<file path="src/rtl/spi_arb_pkg.sv">
// Shared types and defaults for the spi_module request arbiter.
// DEF_DATA_W/DEF_CFG_W must track the spi_module build.
package spi_arb_pkg;

    localparam int DEF_DATA_W = 8;
    localparam int DEF_CFG_W  = 8;

    typedef enum logic [1:0] {
        IDLE,
        LAUNCH,
        WAIT,
        RESP
    } spi_arb_state_t;

    // Watchdog counter width: enough to hold TIMEOUT, never narrower than one bit.
    function automatic int wdog_width(input int timeout);
        return (timeout < 1) ? 1 : $clog2(timeout + 1);
    endfunction

endpackage

</file>
<file path="src/rtl/spi_rr_arbiter.sv">
// Rotate-priority one-hot arbiter: the search starts just after last_grant_i
// and wraps modulo N_REQ. Purely combinational.
module spi_rr_arbiter #(
    parameter int N_REQ = 4
) (
    input  logic [N_REQ-1:0]         req_i,
    input  logic [$clog2(N_REQ)-1:0] last_grant_i,
    output logic [N_REQ-1:0]         grant_o,
    output logic [$clog2(N_REQ)-1:0] grant_idx_o,
    output logic                     valid_o
);

    localparam int IDX_W = $clog2(N_REQ);

    logic             found;
    logic [IDX_W-1:0] cand;

    always_comb begin
        grant_o     = '0;
        grant_idx_o = '0;
        found       = 1'b0;
        cand        = '0;
        for (int k = 1; k <= N_REQ; k++) begin
            cand = IDX_W'((int'(last_grant_i) + k) % N_REQ);
            if (!found && req_i[cand]) begin
                grant_o[cand] = 1'b1;
                grant_idx_o   = cand;
                found         = 1'b1;
            end
        end
    end

    assign valid_o = found;

endmodule

</file>
<file path="src/rtl/spi_req_arbiter.sv">
// Shares one spi_module master among N_REQ requesters: round-robin accept,
// single outstanding transfer, watchdog-bounded wait for the SPI interrupt.
module spi_req_arbiter
    import spi_arb_pkg::*;
#(
    parameter int N_REQ   = 4,
    parameter int DATA_W  = DEF_DATA_W,
    parameter int CFG_W   = DEF_CFG_W,
    parameter int TIMEOUT = 1024
) (
    input  logic                      i_sys_clk,
    input  logic                      i_sys_rst,
    input  logic [N_REQ-1:0]          i_req_valid,
    output logic [N_REQ-1:0]          o_req_ready,
    input  logic [N_REQ*DATA_W-1:0]   i_req_data,
    input  logic [N_REQ*CFG_W-1:0]    i_req_cfg,
    output logic [N_REQ-1:0]          o_rsp_valid,
    output logic [DATA_W-1:0]         o_rsp_data,
    output logic                      o_rsp_err,
    output logic [DATA_W-1:0]         o_spi_data,
    output logic [CFG_W-1:0]          o_spi_cfg,
    output logic                      o_spi_trans_en,
    input  logic                      i_spi_interrupt,
    input  logic [DATA_W-1:0]         i_spi_rdata,
    output logic                      o_busy,
    output logic [$clog2(N_REQ)-1:0]  o_grant_id
);

    localparam int               IDX_W     = $clog2(N_REQ);
    localparam int               CNT_W     = wdog_width(TIMEOUT);
    localparam logic [CNT_W-1:0] CNT_LIMIT = CNT_W'(TIMEOUT);
    localparam bit               WDOG_EN   = (TIMEOUT != 0);

    spi_arb_state_t     state_q, state_d;
    logic [IDX_W-1:0]   last_grant_q, last_grant_d;
    logic [IDX_W-1:0]   grant_id_q, grant_id_d;
    logic [DATA_W-1:0]  spi_data_q, spi_data_d;
    logic [CFG_W-1:0]   spi_cfg_q, spi_cfg_d;
    logic [DATA_W-1:0]  rsp_data_q, rsp_data_d;
    logic               rsp_err_q, rsp_err_d;
    logic [CNT_W-1:0]   wdog_q, wdog_d;

    logic [N_REQ-1:0]   arb_grant;
    logic [IDX_W-1:0]   arb_idx;
    logic               arb_any;
    logic               accept;

    logic [DATA_W-1:0]  req_data_arr [N_REQ];
    logic [CFG_W-1:0]   req_cfg_arr  [N_REQ];

    generate
        for (genvar gi = 0; gi < N_REQ; gi++) begin : g_unpack
            assign req_data_arr[gi] = i_req_data[gi*DATA_W +: DATA_W];
            assign req_cfg_arr[gi]  = i_req_cfg[gi*CFG_W +: CFG_W];
        end
    endgenerate

    spi_rr_arbiter #(
        .N_REQ (N_REQ)
    ) u_rr (
        .req_i        (i_req_valid),
        .last_grant_i (last_grant_q),
        .grant_o      (arb_grant),
        .grant_idx_o  (arb_idx),
        .valid_o      (arb_any)
    );

    // Ready is gated by reset so nothing can be accepted while the block is held.
    assign o_req_ready = (state_q == IDLE && i_sys_rst && arb_any) ? arb_grant : '0;
    assign accept      = |o_req_ready;

    always_comb begin
        state_d      = state_q;
        last_grant_d = last_grant_q;
        grant_id_d   = grant_id_q;
        spi_data_d   = spi_data_q;
        spi_cfg_d    = spi_cfg_q;
        rsp_data_d   = rsp_data_q;
        rsp_err_d    = rsp_err_q;
        wdog_d       = wdog_q;
        case (state_q)
            IDLE: begin
                if (accept) begin
                    spi_data_d   = req_data_arr[arb_idx];
                    spi_cfg_d    = req_cfg_arr[arb_idx];
                    grant_id_d   = arb_idx;
                    last_grant_d = arb_idx;
                    state_d      = LAUNCH;
                end
            end
            LAUNCH: begin
                wdog_d  = '0;
                state_d = WAIT;
            end
            WAIT: begin
                // Interrupt takes precedence over a watchdog expiry in the same cycle.
                if (i_spi_interrupt) begin
                    rsp_data_d = i_spi_rdata;
                    rsp_err_d  = 1'b0;
                    state_d    = RESP;
                end else if (WDOG_EN && wdog_q == CNT_LIMIT) begin
                    rsp_data_d = '0;
                    rsp_err_d  = 1'b1;
                    state_d    = RESP;
                end else if (WDOG_EN && wdog_q != '1) begin
                    wdog_d = wdog_q + CNT_W'(1);
                end
            end
            RESP: begin
                state_d = IDLE;
            end
            default: begin
                state_d = IDLE;
            end
        endcase
    end

    always_ff @(posedge i_sys_clk) begin
        if (!i_sys_rst) begin
            state_q      <= IDLE;
            last_grant_q <= IDX_W'(N_REQ - 1);
            grant_id_q   <= '0;
            spi_data_q   <= '0;
            spi_cfg_q    <= '0;
            rsp_data_q   <= '0;
            rsp_err_q    <= 1'b0;
            wdog_q       <= '0;
        end else begin
            state_q      <= state_d;
            last_grant_q <= last_grant_d;
            grant_id_q   <= grant_id_d;
            spi_data_q   <= spi_data_d;
            spi_cfg_q    <= spi_cfg_d;
            rsp_data_q   <= rsp_data_d;
            rsp_err_q    <= rsp_err_d;
            wdog_q       <= wdog_d;
        end
    end

    assign o_spi_trans_en = (state_q == LAUNCH);
    assign o_busy         = (state_q != IDLE);
    assign o_rsp_valid    = (state_q == RESP) ? (N_REQ'(1) << grant_id_q) : '0;
    assign o_rsp_data     = rsp_data_q;
    assign o_rsp_err      = rsp_err_q;
    assign o_spi_data     = spi_data_q;
    assign o_spi_cfg      = spi_cfg_q;
    assign o_grant_id     = grant_id_q;

endmodule

</file>
<file path="config.mk">
export PLATFORM = sky130hd
export DESIGN_NAME = spi_req_arbiter
export DESIGN_NICKNAME = d
export VERILOG_FILES = /design/src/rtl/spi_arb_pkg.sv /design/src/rtl/spi_rr_arbiter.sv /design/src/rtl/spi_req_arbiter.sv
export SDC_FILE = /design/constraint.sdc
export NUM_CORES = 1
export LEC_CHECK = 0
export CAP_MARGIN = 20
export CORE_ASPECT_RATIO = 1.2
export CORE_MARGIN = 10
export CORE_UTILIZATION = 35
export DETAILED_ROUTE_END_ITERATION = 7
export GPL_ROUTABILITY_DRIVEN = 0
export PLACE_DENSITY = 0.68
export SYNTH_ARGS = -nofsm -noshare
export SYNTH_HDL_FRONTEND = slang
export SYNTH_SLANG_ARGS = --single-unit
</file>
<file path="constraint.sdc">
create_clock -name i_sys_clk -period 3.21 [get_ports i_sys_clk]
set_input_delay 0.4815 -clock i_sys_clk [delete_from_list [all_inputs] [get_ports i_sys_clk]]
set_output_delay 0.4815 -clock i_sys_clk [all_outputs]
set_load 0.02 [all_outputs]
</file>
Word level (Yosys, flattened, before mapping)
Index checks and enable logic that the tools add are counted.
{"block": "totals", "reg_bits": 42, "in_bits": 79, "out_inout_bits": 37, "word_cells": 106}
{"block": "classes", "n_addsub": 5, "magnitude_cmp": 9, "eq_ne": 10, "shifts": 1, "mux": 48, "bitwise": 4, "reduce_logical": 21}
{"cell": "$mux 8", "n": 6}
{"cell": "$mux 11", "n": 3}
{"cell": "$bmux 8 s2", "n": 2}
{"cell": "$mux 4", "n": 6}
{"cell": "$pmux 11 s2", "n": 1}
{"cell": "$mux 1", "n": 14}
{"cell": "$mux 2", "n": 7}
{"cell": "$lt 2x3->1 const B", "n": 4}
{"cell": "$or 4x4->4", "n": 3}
{"cell": "$add 11x1->11 const B", "n": 1}
{"cell": "$eq 11x11->1 const B", "n": 1}
{"cell": "$ne 11x11->1 const B", "n": 1}
{"cell": "$logic_and 1x1->1", "n": 9}
{"cell": "$bmux 1 s2", "n": 4}
{"cell": "$demux 1 s2", "n": 4}
{"cell": "$ge 2x1->1 const B", "n": 4}
{"cell": "$ne 2x2->1 const B", "n": 4}
{"cell": "$pmux 2 s4", "n": 1}
{"cell": "$reduce_and 2->1", "n": 3}
{"cell": "$reduce_bool 2->1", "n": 3}
{"cell": "$add 2x1->2 const B", "n": 2}
{"cell": "$add 2x2->2 const B", "n": 2}
{"cell": "$eq 2x2->1 const B", "n": 2}
{"cell": "$reduce_and 4->1", "n": 1}
{"cell": "other kinds (8)", "n": 10}

Longest topological paths before layout
Gate-level depths: netlist (run 1).
{"block": "depth", "word_depth": 18, "depth_mapped": 14, "mapped_depth_nobuf": 9}

Modules after synthesis
A second synthesis (run 1) with hierarchy kept.
{"block": "unflattened", "cells_unflattened": 329, "area_unflattened_um2": 2972.9}
{"module": "spi_req_arbiter", "n_inst": 1, "cells_per_inst": 243, "area_per_inst_um2": 2343.5, "seq_area_each_um2": 840.8}
{"module": "spi_rr_arbiter", "n_inst": 1, "cells_per_inst": 86, "area_per_inst_um2": 629.4, "seq_area_each_um2": 0.0}

Worst setup path before layout (run 1)
OpenSTA, ideal clock, no wires.
{"block": "synth_timing", "path_type": "reg-to-reg", "startpoint": "register last_grant_q[0]", "endpoint": "register last_grant_q[1]", "setup_time_ns": 0.125, "arrival_time_ns": 3.356, "required_ns": 3.085, "path_slack_ns": -0.271, "path_stages_with_launch": 15, "path_buffers": 5, "period_less_slack_ns": 3.481, "path_cell_list": "dfxtp_1 buf_2 inv_1 ha_1 clkbuf_1 mux4_2 buf_2 nand2_1 o21a_1 o221ai_1 or4b_1 buf_2 buf_6 mux2i_1 nand2_1"}
{"block": "synth_between", "elab_chain_cells": 17, "elab_cells_between_ends": 57, "classes_between": "4 x add/sub; 8 x order compare; 29 x mux; 3 x bitwise; 13 x reduce/logical"}
{"element": "start, declared", "line": "spi_req_arbiter.sv:35", "source": "logic [IDX_W-1:0] last_grant_q, last_grant_d;"}
{"element": "start signal, assigned", "line": "spi_req_arbiter.sv:121", "source": "last_grant_q <= IDX_W'(N_REQ - 1);"}
{"element": "start signal, assigned", "line": "spi_req_arbiter.sv:130", "source": "last_grant_q <= last_grant_d;"}
{"element": "parallel branches: the longest is 14 deep, another holds $lt 2x3->1"}
{"element": "$mux 4 (*)", "line": "spi_req_arbiter.sv:69", "source": "assign o_req_ready = (state_q == IDLE && i_sys_rst && arb_any) ? arb_grant : '0;"}
{"element": "named net o_req_ready[2]", "line": "spi_req_arbiter.sv:14", "source": "output logic [N_REQ-1:0] o_req_ready,"}
{"element": "$reduce_or 4->1 (*)", "line": "spi_req_arbiter.sv:70", "source": "assign accept = |o_req_ready;"}
{"element": "$reduce_and 2->1 (no source line) (*)"}
Mark *: on every way through the listed nets, which the timed path passes. The select of a mux whose other input is x is not followed.
A chain may end at the register's enable or synchronous reset.

Worst setup path in the final report (run 1)
{"block": "layout_timing", "startpoint": "input i_req_valid[1]", "endpoint": "output o_req_ready[1]"}
{"block": "layout_between", "elab_chain_cells": 14, "elab_cells_between_ends": 27, "classes_between": "17 x mux; 3 x bitwise; 7 x reduce/logical"}
{"element": "start, declared", "line": "spi_req_arbiter.sv:13", "source": "input logic [N_REQ-1:0] i_req_valid,"}
{"element": "$bmux 1 s2", "line": "spi_rr_arbiter.sv:25", "source": "if (!found && req_i[cand]) begin"}
{"element": "$mux 1 (not written as such)", "line": "spi_rr_arbiter.sv:25"}
{"element": "$mux 1", "line": "spi_rr_arbiter.sv:25"}
{"element": "$logic_not 1->1", "line": "spi_rr_arbiter.sv:25"}
{"element": "$logic_and 1x1->1", "line": "spi_rr_arbiter.sv:25"}
{"element": "$mux 1", "line": "spi_rr_arbiter.sv:25"}
{"element": "$logic_not 1->1", "line": "spi_rr_arbiter.sv:25"}
{"element": "$logic_and 1x1->1", "line": "spi_rr_arbiter.sv:25"}
{"element": "$mux 1", "line": "spi_rr_arbiter.sv:25"}
{"element": "$logic_not 1->1", "line": "spi_rr_arbiter.sv:25"}
{"element": "$logic_and 1x1->1", "line": "spi_rr_arbiter.sv:25"}
{"element": "$mux 1", "line": "spi_rr_arbiter.sv:25"}
{"element": "$logic_and 1x1->1", "line": "spi_req_arbiter.sv:69"}
{"element": "$mux 4 (*)", "line": "spi_req_arbiter.sv:69"}
{"element": "end, declared", "line": "spi_req_arbiter.sv:14"}
Every way passes the cells marked *; elsewhere a longest branch is shown, timed or not. The select of a mux whose other input is x is not followed.

==> results of run 1 <==
==> timing repair <==
| action | 4_1_cts | 5_1_grt |
|---|---|---|
| pin swaps | 0 | 1 |
| endpoints found under the setup margin | 4 | 1 |
| gates resized for setup | 4 | 0 |
| buffers inserted | 0 | 1 |
==> routing by layer <==
layer,GRT usage,vias to the layer above,part of all wire
met2,0.240,77,0.52
li1,-,1353,-
met4,0.0323,0,0.010
met3,0.0558,9,0.084
met1,0.136,1285,0.39
met5,0,-,0
==> state kept, by name, indices dropped and copies added (netlist names) <==
signal	count
last_grant_q	2
o_spi_data	8
o_rsp_data	8
o_spi_cfg	8
o_rsp_err	1
wdog_q	11
state_q	2
o_grant_id	2
==> through the flow <==
step                      setup TNS, ns  std cells   util  instance area [um^2]
after global placement           -0.444        513  0.538                  4170
after detailed placement          -1.28        513  0.538                  4170
final                                 0        522  0.556                  4310
after CTS                             0        521  0.555                  4300
after floorplan                       0        301      -                  2820
after global routing                  0        522  0.556                  4310
==> critical path, stage by stage <==
cell             delay (ns)
clkdlybuf4s50_1        0.49
or3b_1                 0.42
a2111oi_4              0.34
buf_4                  0.19
o211ai_1               0.10
o221a_1                0.16
inv_1                  0.05
dlygate4sd2_1          0.33
==> worst min-delay path by stage <==
stage,startpoint,end,slack (ns),cells after the start
4_1_cts,o_spi_cfg[2]$_SDFFE_PN0P_,o_spi_cfg[2]$_SDFFE_PN0P_,0.46,2
3_5_place_dp,o_spi_cfg[5]$_SDFFE_PN0P_,o_spi_cfg[5]$_SDFFE_PN0P_,0.44,2
2_1_floorplan,wdog_q[10]$_SDFFE_PN0P_,wdog_q[10]$_SDFFE_PN0P_,0.45,2
3_3_place_gp,o_spi_cfg[6]$_SDFFE_PN0P_,o_spi_cfg[6]$_SDFFE_PN0P_,0.44,2
5_1_grt,o_spi_cfg[2]$_SDFFE_PN0P_,o_spi_cfg[2]$_SDFFE_PN0P_,0.47,2
6_report,o_spi_cfg[5]$_SDFFE_PN0P_,o_spi_cfg[5]$_SDFFE_PN0P_,0.45,2
==> where the power goes <==
| part | total, uW | leakage (uW) | switching (uW) | internal (uW) |
|---|---|---|---|---|
| Combinational | 1740 | 0.00121 | 885 | 851 |
| Sequential | 686 | 0.000343 | 58.0 | 628 |
| Clock | 497 | 0.0000683 | 186 | 312 |
==> area by class of cell <==
cell class,instances,share of cell area
clock buffer,5,0.0160
clock inverter,3,0.0160
tap,92,0.0267
multi-input combinational,226,0.417
inverter,16,0.0139
timing repair buffer,138,0.315
sequential,42,0.195
==> Yosys cell counts, drive strengths merged <==
| master | instances |
|---|---|
| nand2 | 58 |
| xnor2 | 3 |
| inv | 16 |
| o21ai | 23 |
| or3 | 1 |
| or4b | 2 |
| nor3 | 4 |
| xor2 | 4 |
| or4 | 1 |
| nor2b | 11 |
| o221ai | 4 |
| o21a | 5 |
| and3b | 3 |
| and4 | 1 |
| o311ai | 1 |
| ha | 15 |
| buf | 11 |
| mux2i | 3 |
| a211o | 1 |
| o211ai | 6 |
| nand2b | 1 |
| a211oi | 1 |
| a22oi | 9 |
| nor4b | 1 |
| nor2 | 15 |
| nor4 | 1 |
| o31ai | 1 |
| a2111oi | 2 |
| or3b | 2 |
| o2111ai | 1 |
| and3 | 1 |
| nand3b | 2 |
| mux4 | 18 |
| dfxtp | 42 |
| clkbuf | 6 |
| o221a | 1 |
| o32ai | 1 |
| nor3b | 2 |
| nand3 | 4 |
| or2 | 2 |
| a21oi | 9 |
| nand4 | 5 |
| a21boi | 1 |
==> cell families after synthesis <==
family                     after synthesis  share of synthesized area
xor gates and xnor gates                 7                     0.0219
DFF                                     42                      0.300
adders and majority gates               15                     0.0669
muxes                                   21                      0.161
AOI/OAI and AO/OA                       66                      0.183
buffers and inverters                   33                     0.0629
and+or+nand+nor                        117                      0.205
==> impl_metrics.prom, run 1 <==
# TYPE chip_impl_metric gauge
chip_impl_metric{name="ratio_of_cells_with_drive_above_1_in_the_final_layout",unit=""} 0.142
chip_impl_metric{name="worst-endpoint-arrival",unit="ns"} 2.57
chip_impl_metric{name="dp_slack",unit="ns"} -0.114
chip_impl_metric{name="synthCells",unit=""} 301
chip_impl_metric{name="number_of_endpoints_failing_setup_at_the_final_stage",unit=""} 0
chip_impl_metric{name="synth_seq_cells",unit=""} 42
chip_impl_metric{name="overflow",unit=""} 0
chip_impl_info{name="run_status",value="completed"} 1
chip_impl_metric{name="h-tree-depth",unit=""} 2
chip_impl_metric{name="irDropWorstVdd",unit="mV"} 0.296
chip_impl_metric{name="synthDominantCellAreaShare",unit=""} 0.300
chip_impl_metric{name="power_leakage",unit="uW"} 0.00162
chip_impl_metric{name="synth.yosys.warnings",unit=""} 0
chip_impl_metric{name="reg2regPathDepth",unit=""} 10
chip_impl_metric{name="portBuffers",unit=""} 115
chip_impl_metric{name="cts.sink_count",unit=""} 42
chip_impl_info{name="layout_common_cells",value="clkdlybuf4s50_1 (111), nand2_1 (58), dfxtp_1 (41)"} 1
chip_impl_metric{name="layout-area-overhead-vs-synth",unit="%"} 53.7
chip_impl_metric{name="drt-total-wl",unit="um"} 8110
chip_impl_metric{name="power.density_cell_area",unit="nW/um^2"} 677
chip_impl_metric{name="initial_core_util",unit=""} 0.362
chip_impl_info{name="timing.critical_path.to_type",value="output pin"} 1
chip_impl_metric{name="via_count_of_the_first_global_routing_pass",unit=""} 2819
chip_impl_metric{name="period_needed",unit="ns"} 3.06
chip_impl_metric{name="worst_skew_pair.late_latency",unit="ns"} 0.29
chip_impl_metric{name="hold_viol",unit=""} 0
chip_impl_metric{name="hold_buffers",unit=""} 0
chip_impl_info{name="startpoint",value="i_req_valid[1]"} 1
chip_impl_metric{name="combined_area_of_the_multi_input_logic_cells",unit="um^2"} 1800
chip_impl_metric{name="dieHeight",unit="um"} 118
chip_impl_info{name="worst-setup-path-type",value="in2out"} 1
chip_impl_info{name="synth_top_cells_by_area",value="dfxtp_1 (30%), mux4_2 (11%), nand2_1 (7.8%), ha_1 (6.7%), mux4_1 (3.7%)"} 1
chip_impl_metric{name="antenna_violations_before_repair",unit=""} 0
chip_impl_metric{name="synth.yosys.seq_area_share",unit=""} 0.300
chip_impl_metric{name="area.sequential",unit="um^2"} 842
chip_impl_metric{name="iteration_0_drc_count_of_the_detailed_router",unit=""} 70
chip_impl_metric{name="reg2reg_setup_slack",unit="ns"} 0.27
chip_impl_info{name="setup.worst_path.end",value="o_req_ready[1]"} 1
chip_impl_metric{name="route.detailed.vias_per_inst",unit=""} 5.22
chip_impl_metric{name="cp_max_fo",unit=""} 6
chip_impl_metric{name="gr-usage-all-layers",unit=""} 0.133
chip_impl_info{name="critPathLaunchType",value="input pin"} 1
chip_impl_info{name="type_of_the_worst_min_delay_path",value="reg2reg"} 1
chip_impl_metric{name="critPathRequiredTime",unit="ns"} 2.73
chip_impl_metric{name="syn-cell-area",unit="um^2"} 2800
chip_impl_metric{name="slew_viol_final",unit=""} 0
chip_impl_metric{name="power",unit="uW"} 2920
chip_impl_metric{name="cts_buffer_depth",unit=""} 2
chip_impl_info{name="layout.cells.most_common",value="clkdlybuf4s50_1"} 1
chip_impl_metric{name="fillCellCount",unit=""} 713
chip_impl_metric{name="die_w",unit="um"} 102
chip_impl_info{name="synth.largest_area_cell",value="dfxtp_1"} 1
chip_impl_metric{name="dp_hpwl",unit="um"} 6450
chip_impl_metric{name="core_region_area",unit="um^2"} 7750
chip_impl_metric{name="detail_route.wl_per_cell",unit="um"} 15.5
chip_impl_metric{name="synthDistinctLibCells",unit=""} 53
chip_impl_metric{name="design.final.nets",unit=""} 523
chip_impl_info{name="cts_tree",value="yes"} 1
chip_impl_metric{name="final.setup.worst_slack",unit="ns"} 0.155
chip_impl_metric{name="routed-via-count",unit=""} 2724
chip_impl_metric{name="drt_pass_1_iters",unit=""} 4
chip_impl_metric{name="timing.fmax",unit="MHz"} 327
chip_impl_metric{name="ant_nets",unit=""} 0
chip_impl_info{name="r2r-start",value="last_grant_q[0]$_SDFFE_PN1P_"} 1
chip_impl_metric{name="syn_nets",unit=""} 395
chip_impl_info{name="grt_setup_unrepaired",value="false"} 1
chip_impl_metric{name="ios",unit=""} 116
chip_impl_metric{name="die-area",unit="um^2"} 12000
chip_impl_metric{name="worst_max_slew_margin_expressed_relative_to_the_limit",unit=""} 0.625
chip_impl_metric{name="postSynthAreaPerCell",unit="um^2"} 9.32
chip_impl_metric{name="grt_start_max_net_pins",unit=""} 44
chip_impl_metric{name="hold-worst-slack",unit="ns"} 0.451
chip_impl_metric{name="cts_buffers",unit=""} 5
chip_impl_info{name="cts_root_buffer",value="clkbuf_8"} 1
chip_impl_metric{name="fin_worst_skew",unit="ns"} 0.0111
chip_impl_metric{name="floorplan.rows",unit=""} 35
chip_impl_info{name="r2r_end",value="state_q[1]$_SDFFE_PN0P_"} 1
chip_impl_metric{name="max_cap_viol_count",unit=""} 0
chip_impl_metric{name="max_slew.worst_pin.slew",unit="ns"} 0.560
chip_impl_metric{name="worst_setup_hold_path_clk_slew",unit="ns"} 0.08
chip_impl_metric{name="grt_pass1_wl",unit="um"} 13200
chip_impl_metric{name="finalCritPeriodShare",unit=""} 0.952
chip_impl_metric{name="num_antenna_cells",unit=""} 0
chip_impl_metric{name="post_route_drc",unit=""} 0
Note: power is estimated with default switching activity, not from simulation.
==> run 2, diff against run 1 <==
Settings changed: PLACE_DENSITY 0.68 to 0.66.
Clock period 3.21 ns to 2.85 ns, I/O delays scaled along.
==> run 2 against run 1 <==
Effect of this change:
- highest routed layer unchanged
- critical path type is now reg2reg
- utilization rose by 2.3 points
- critical endpoint is now state_q[1]$_SDFFE_PN0P_
- count of clock-buffer cells in the layout is 1 higher
- setup slack worse by 0.073 ns
- final cell count up 2.5%
==> impl_metrics.prom, run 2 (synthesis results as in run 1) <==
# TYPE chip_impl_metric gauge
chip_impl_metric{name="dieHeight",unit="um"} 118
chip_impl_metric{name="fin_worst_skew",unit="ns"} 0.00528
chip_impl_metric{name="h-tree-depth",unit=""} 2
chip_impl_info{name="registers.top_by_ff_count",value="wdog_q"} 1
chip_impl_info{name="grt_setup_unrepaired",value="true"} 1
chip_impl_metric{name="die-area",unit="um^2"} 12000
chip_impl_metric{name="routed-via-count",unit=""} 2761
chip_impl_metric{name="worst_skew_pair.late_latency",unit="ns"} 0.29
chip_impl_info{name="cts_tree",value="yes"} 1
chip_impl_metric{name="reg2regPathDepth",unit=""} 11
chip_impl_metric{name="number_of_endpoints_failing_setup_at_the_final_stage",unit=""} 0
chip_impl_metric{name="overflow",unit=""} 0
chip_impl_metric{name="iteration_0_drc_count_of_the_detailed_router",unit=""} 90
chip_impl_info{name="r2r_end",value="state_q[1]$_SDFFE_PN0P_"} 1
chip_impl_metric{name="grt_start_max_net_pins",unit=""} 38
chip_impl_info{name="run_status",value="completed"} 1
chip_impl_metric{name="critPathRequiredTime",unit="ns"} 3.06
chip_impl_metric{name="layout.cells.non_filler",unit=""} 535
chip_impl_metric{name="via_count_of_the_first_global_routing_pass",unit=""} 2858
chip_impl_info{name="worst-setup-path-type",value="reg2reg"} 1
chip_impl_metric{name="place_area",unit="um^2"} 4280
chip_impl_metric{name="hold_viol",unit=""} 0
chip_impl_info{name="critPathLaunchType",value="flip-flop"} 1
chip_impl_metric{name="max_cap_viol_count",unit=""} 0
chip_impl_metric{name="finalCoreUtilization",unit=""} 0.579
chip_impl_info{name="timing.critical_path.to_type",value="flip-flop"} 1
chip_impl_info{name="min-delay-start",value="o_spi_cfg[1]$_SDFFE_PN0P_"} 1
chip_impl_metric{name="slew_viol_final",unit=""} 0
chip_impl_metric{name="die_w",unit="um"} 102
chip_impl_metric{name="cts_buffers",unit=""} 5
chip_impl_metric{name="num_antenna_cells",unit=""} 0
chip_impl_metric{name="grt_pass1_wl",unit="um"} 13700
chip_impl_metric{name="ant_nets",unit=""} 0
chip_impl_metric{name="dp.cells",unit=""} 518
chip_impl_metric{name="drt-total-wl",unit="um"} 8430
chip_impl_metric{name="setup-tns-final",unit="ns"} 0
chip_impl_metric{name="power.density_cell_area",unit="nW/um^2"} 753
chip_impl_info{name="r2r-start",value="last_grant_q[0]$_SDFFE_PN1P_"} 1
chip_impl_metric{name="portBuffers",unit=""} 115
chip_impl_info{name="type_of_the_worst_min_delay_path",value="reg2reg"} 1
chip_impl_metric{name="largest_reg_flops",unit=""} 11
chip_impl_metric{name="worst_max_slew_margin_expressed_relative_to_the_limit",unit=""} 0.595
chip_impl_metric{name="power_leakage",unit="uW"} 0.00169
chip_impl_metric{name="detail_route.wl_per_cell",unit="um"} 15.8
chip_impl_metric{name="core_region_area",unit="um^2"} 7750
chip_impl_metric{name="reg2reg_setup_slack",unit="ns"} 0.08
chip_impl_metric{name="antenna_violations_before_repair",unit=""} 0
chip_impl_metric{name="finalCritPeriodShare",unit=""} 0.971
chip_impl_metric{name="gr-usage-all-layers",unit=""} 0.140
chip_impl_metric{name="initial_core_util",unit=""} 0.362
chip_impl_metric{name="layout-area-overhead-vs-synth",unit="%"} 60.0
chip_impl_info{name="hold-path-endpoint",value="o_spi_cfg[1]$_SDFFE_PN0P_"} 1
chip_impl_metric{name="cts_buffer_depth",unit=""} 2
chip_impl_metric{name="timing.fmax",unit="MHz"} 361
chip_impl_metric{name="dp_hpwl",unit="um"} 6690
chip_impl_info{name="startpoint",value="last_grant_q[0]$_SDFFE_PN1P_"} 1
chip_impl_metric{name="cp_max_fo",unit=""} 14
chip_impl_metric{name="drt_pass_1_iters",unit=""} 4
chip_impl_metric{name="holdPathStages",unit=""} 2
chip_impl_metric{name="worst_setup_hold_path_clk_slew",unit="ns"} 0.08
chip_impl_metric{name="hold_buffers",unit=""} 0
chip_impl_metric{name="route.detailed.vias_per_inst",unit=""} 5.16
chip_impl_metric{name="worst-endpoint-arrival",unit="ns"} 2.98
chip_impl_metric{name="floorplan.rows",unit=""} 35
chip_impl_metric{name="post_route_drc",unit=""} 0
chip_impl_info{name="cts_root_buffer",value="clkbuf_8"} 1
chip_impl_metric{name="ratio_of_cells_with_drive_above_1_in_the_final_layout",unit=""} 0.192
chip_impl_metric{name="max_slew.worst_pin.slew",unit="ns"} 0.605
chip_impl_metric{name="period_needed",unit="ns"} 2.77
chip_impl_metric{name="design.final.nets",unit=""} 536
chip_impl_metric{name="final_design_area_no_fill",unit="um^2"} 4490
chip_impl_metric{name="cts.sink_count",unit=""} 42
chip_impl_metric{name="ios",unit=""} 116
chip_impl_info{name="layout.cells.most_common",value="clkdlybuf4s50_1"} 1
chip_impl_info{name="layout_common_cells",value="clkdlybuf4s50_1 (107), nand2_1 (58), dfxtp_1 (40)"} 1
chip_impl_metric{name="irDropWorstVdd",unit="mV"} 0.403
==> run 2: cell types whose count changed in the layout (fill, tap and decap cells not counted), moves of 3 or more <==
cell | previous run | this run
buf_4 | 20 | 26
dlymetal6s2s_1 | 0 | 3
clkdlybuf4s50_1 | 111 | 107
dlygate4sd2_1 | 4 | 1
==> run 2: stage by stage <==
step	hold WS [ns]	worst slack [ns]	total power (uW)
6_report	0.448	0.0820	3380
5_1_grt	0.480	-0.0211	3630
4_1_cts	0.453	0.00581	3420
3_5_place_dp	0.440	-0.426	2930
3_3_place_gp	0.436	-0.372	2900
2_1_floorplan	0.447	-0.0123	2190
==> run 2: final cells by class <==
| type | instances | area (um^2) |
|---|---|---|
| Clock buffer | 6 | 72.6 |
| Inverter | 16 | 65.1 |
| Fill cell | 700 | 3260 |
| Timing Repair Buffer | 150 | 1500 |
| Multi-Input combinational cell | 227 | 1870 |
| Sequential cell | 42 | 846 |
| Tap cell | 92 | 115 |
| Clock inverter | 2 | 13.8 |
==> run 2: worst max-delay path by stage <==
stage | cells past startpoint | slack (ns) | to
floorplan | 14 | -0.01 | last_grant_q[1]$_SDFFE_PN1P_
global placement | 7 | -0.37 | o_req_ready[1]
detailed placement | 6 | -0.43 | o_req_ready[2]
CTS | 10 | 0.006 | o_spi_data[2]$_SDFFE_PN0P_
global route | 11 | -0.02 | state_q[1]$_SDFFE_PN0P_
finish | 11 | 0.08 | state_q[1]$_SDFFE_PN0P_
==> run 2: where the power goes <==
part / switching [uW] / internal (uW) / leakage [uW]
clock: 206 / 173 / 0.0000452
combinational: 1050 / 1160 / 0.00130
sequential: 78.0 / 710 / 0.000343
==> run 2: worst max-delay path, cell delays in order, from the launching register on <==
cell and delay (ns):
dfxtp_4 0.43, inv_6 0.06, ha_4 0.29, and3b_1 0.17, a211oi_1 0.18, a211o_1 0.20
buf_4 0.17, o221ai_4 0.10, or4b_1 0.58, buf_6 0.19, or2_0 0.22, o2111ai_1 0.09
==> run 2: layer usage <==
| layer | track usage | routed length, um | up-vias |
|---|---|---|---|
| met1 | 0.141 | 3160 | 1298 |
| met2 | 0.258 | 4550 | 79 |
| li1 | - | - | 1377 |
| met3 | 0.0464 | 612 | 7 |
| met4 | 0.0412 | 106 | 0 |
| met5 | 0 | 0 | - |
==> run 2: timing repair <==
action | 4_1_cts | 5_1_grt
pin swaps | 3 | 2
cloned | 2 | 1
setup endpoints to repair | 22 | 26
hold endpoints to repair | 0 | 0
gates resized for setup | 17 | 7
setup buffers | 4 | 2
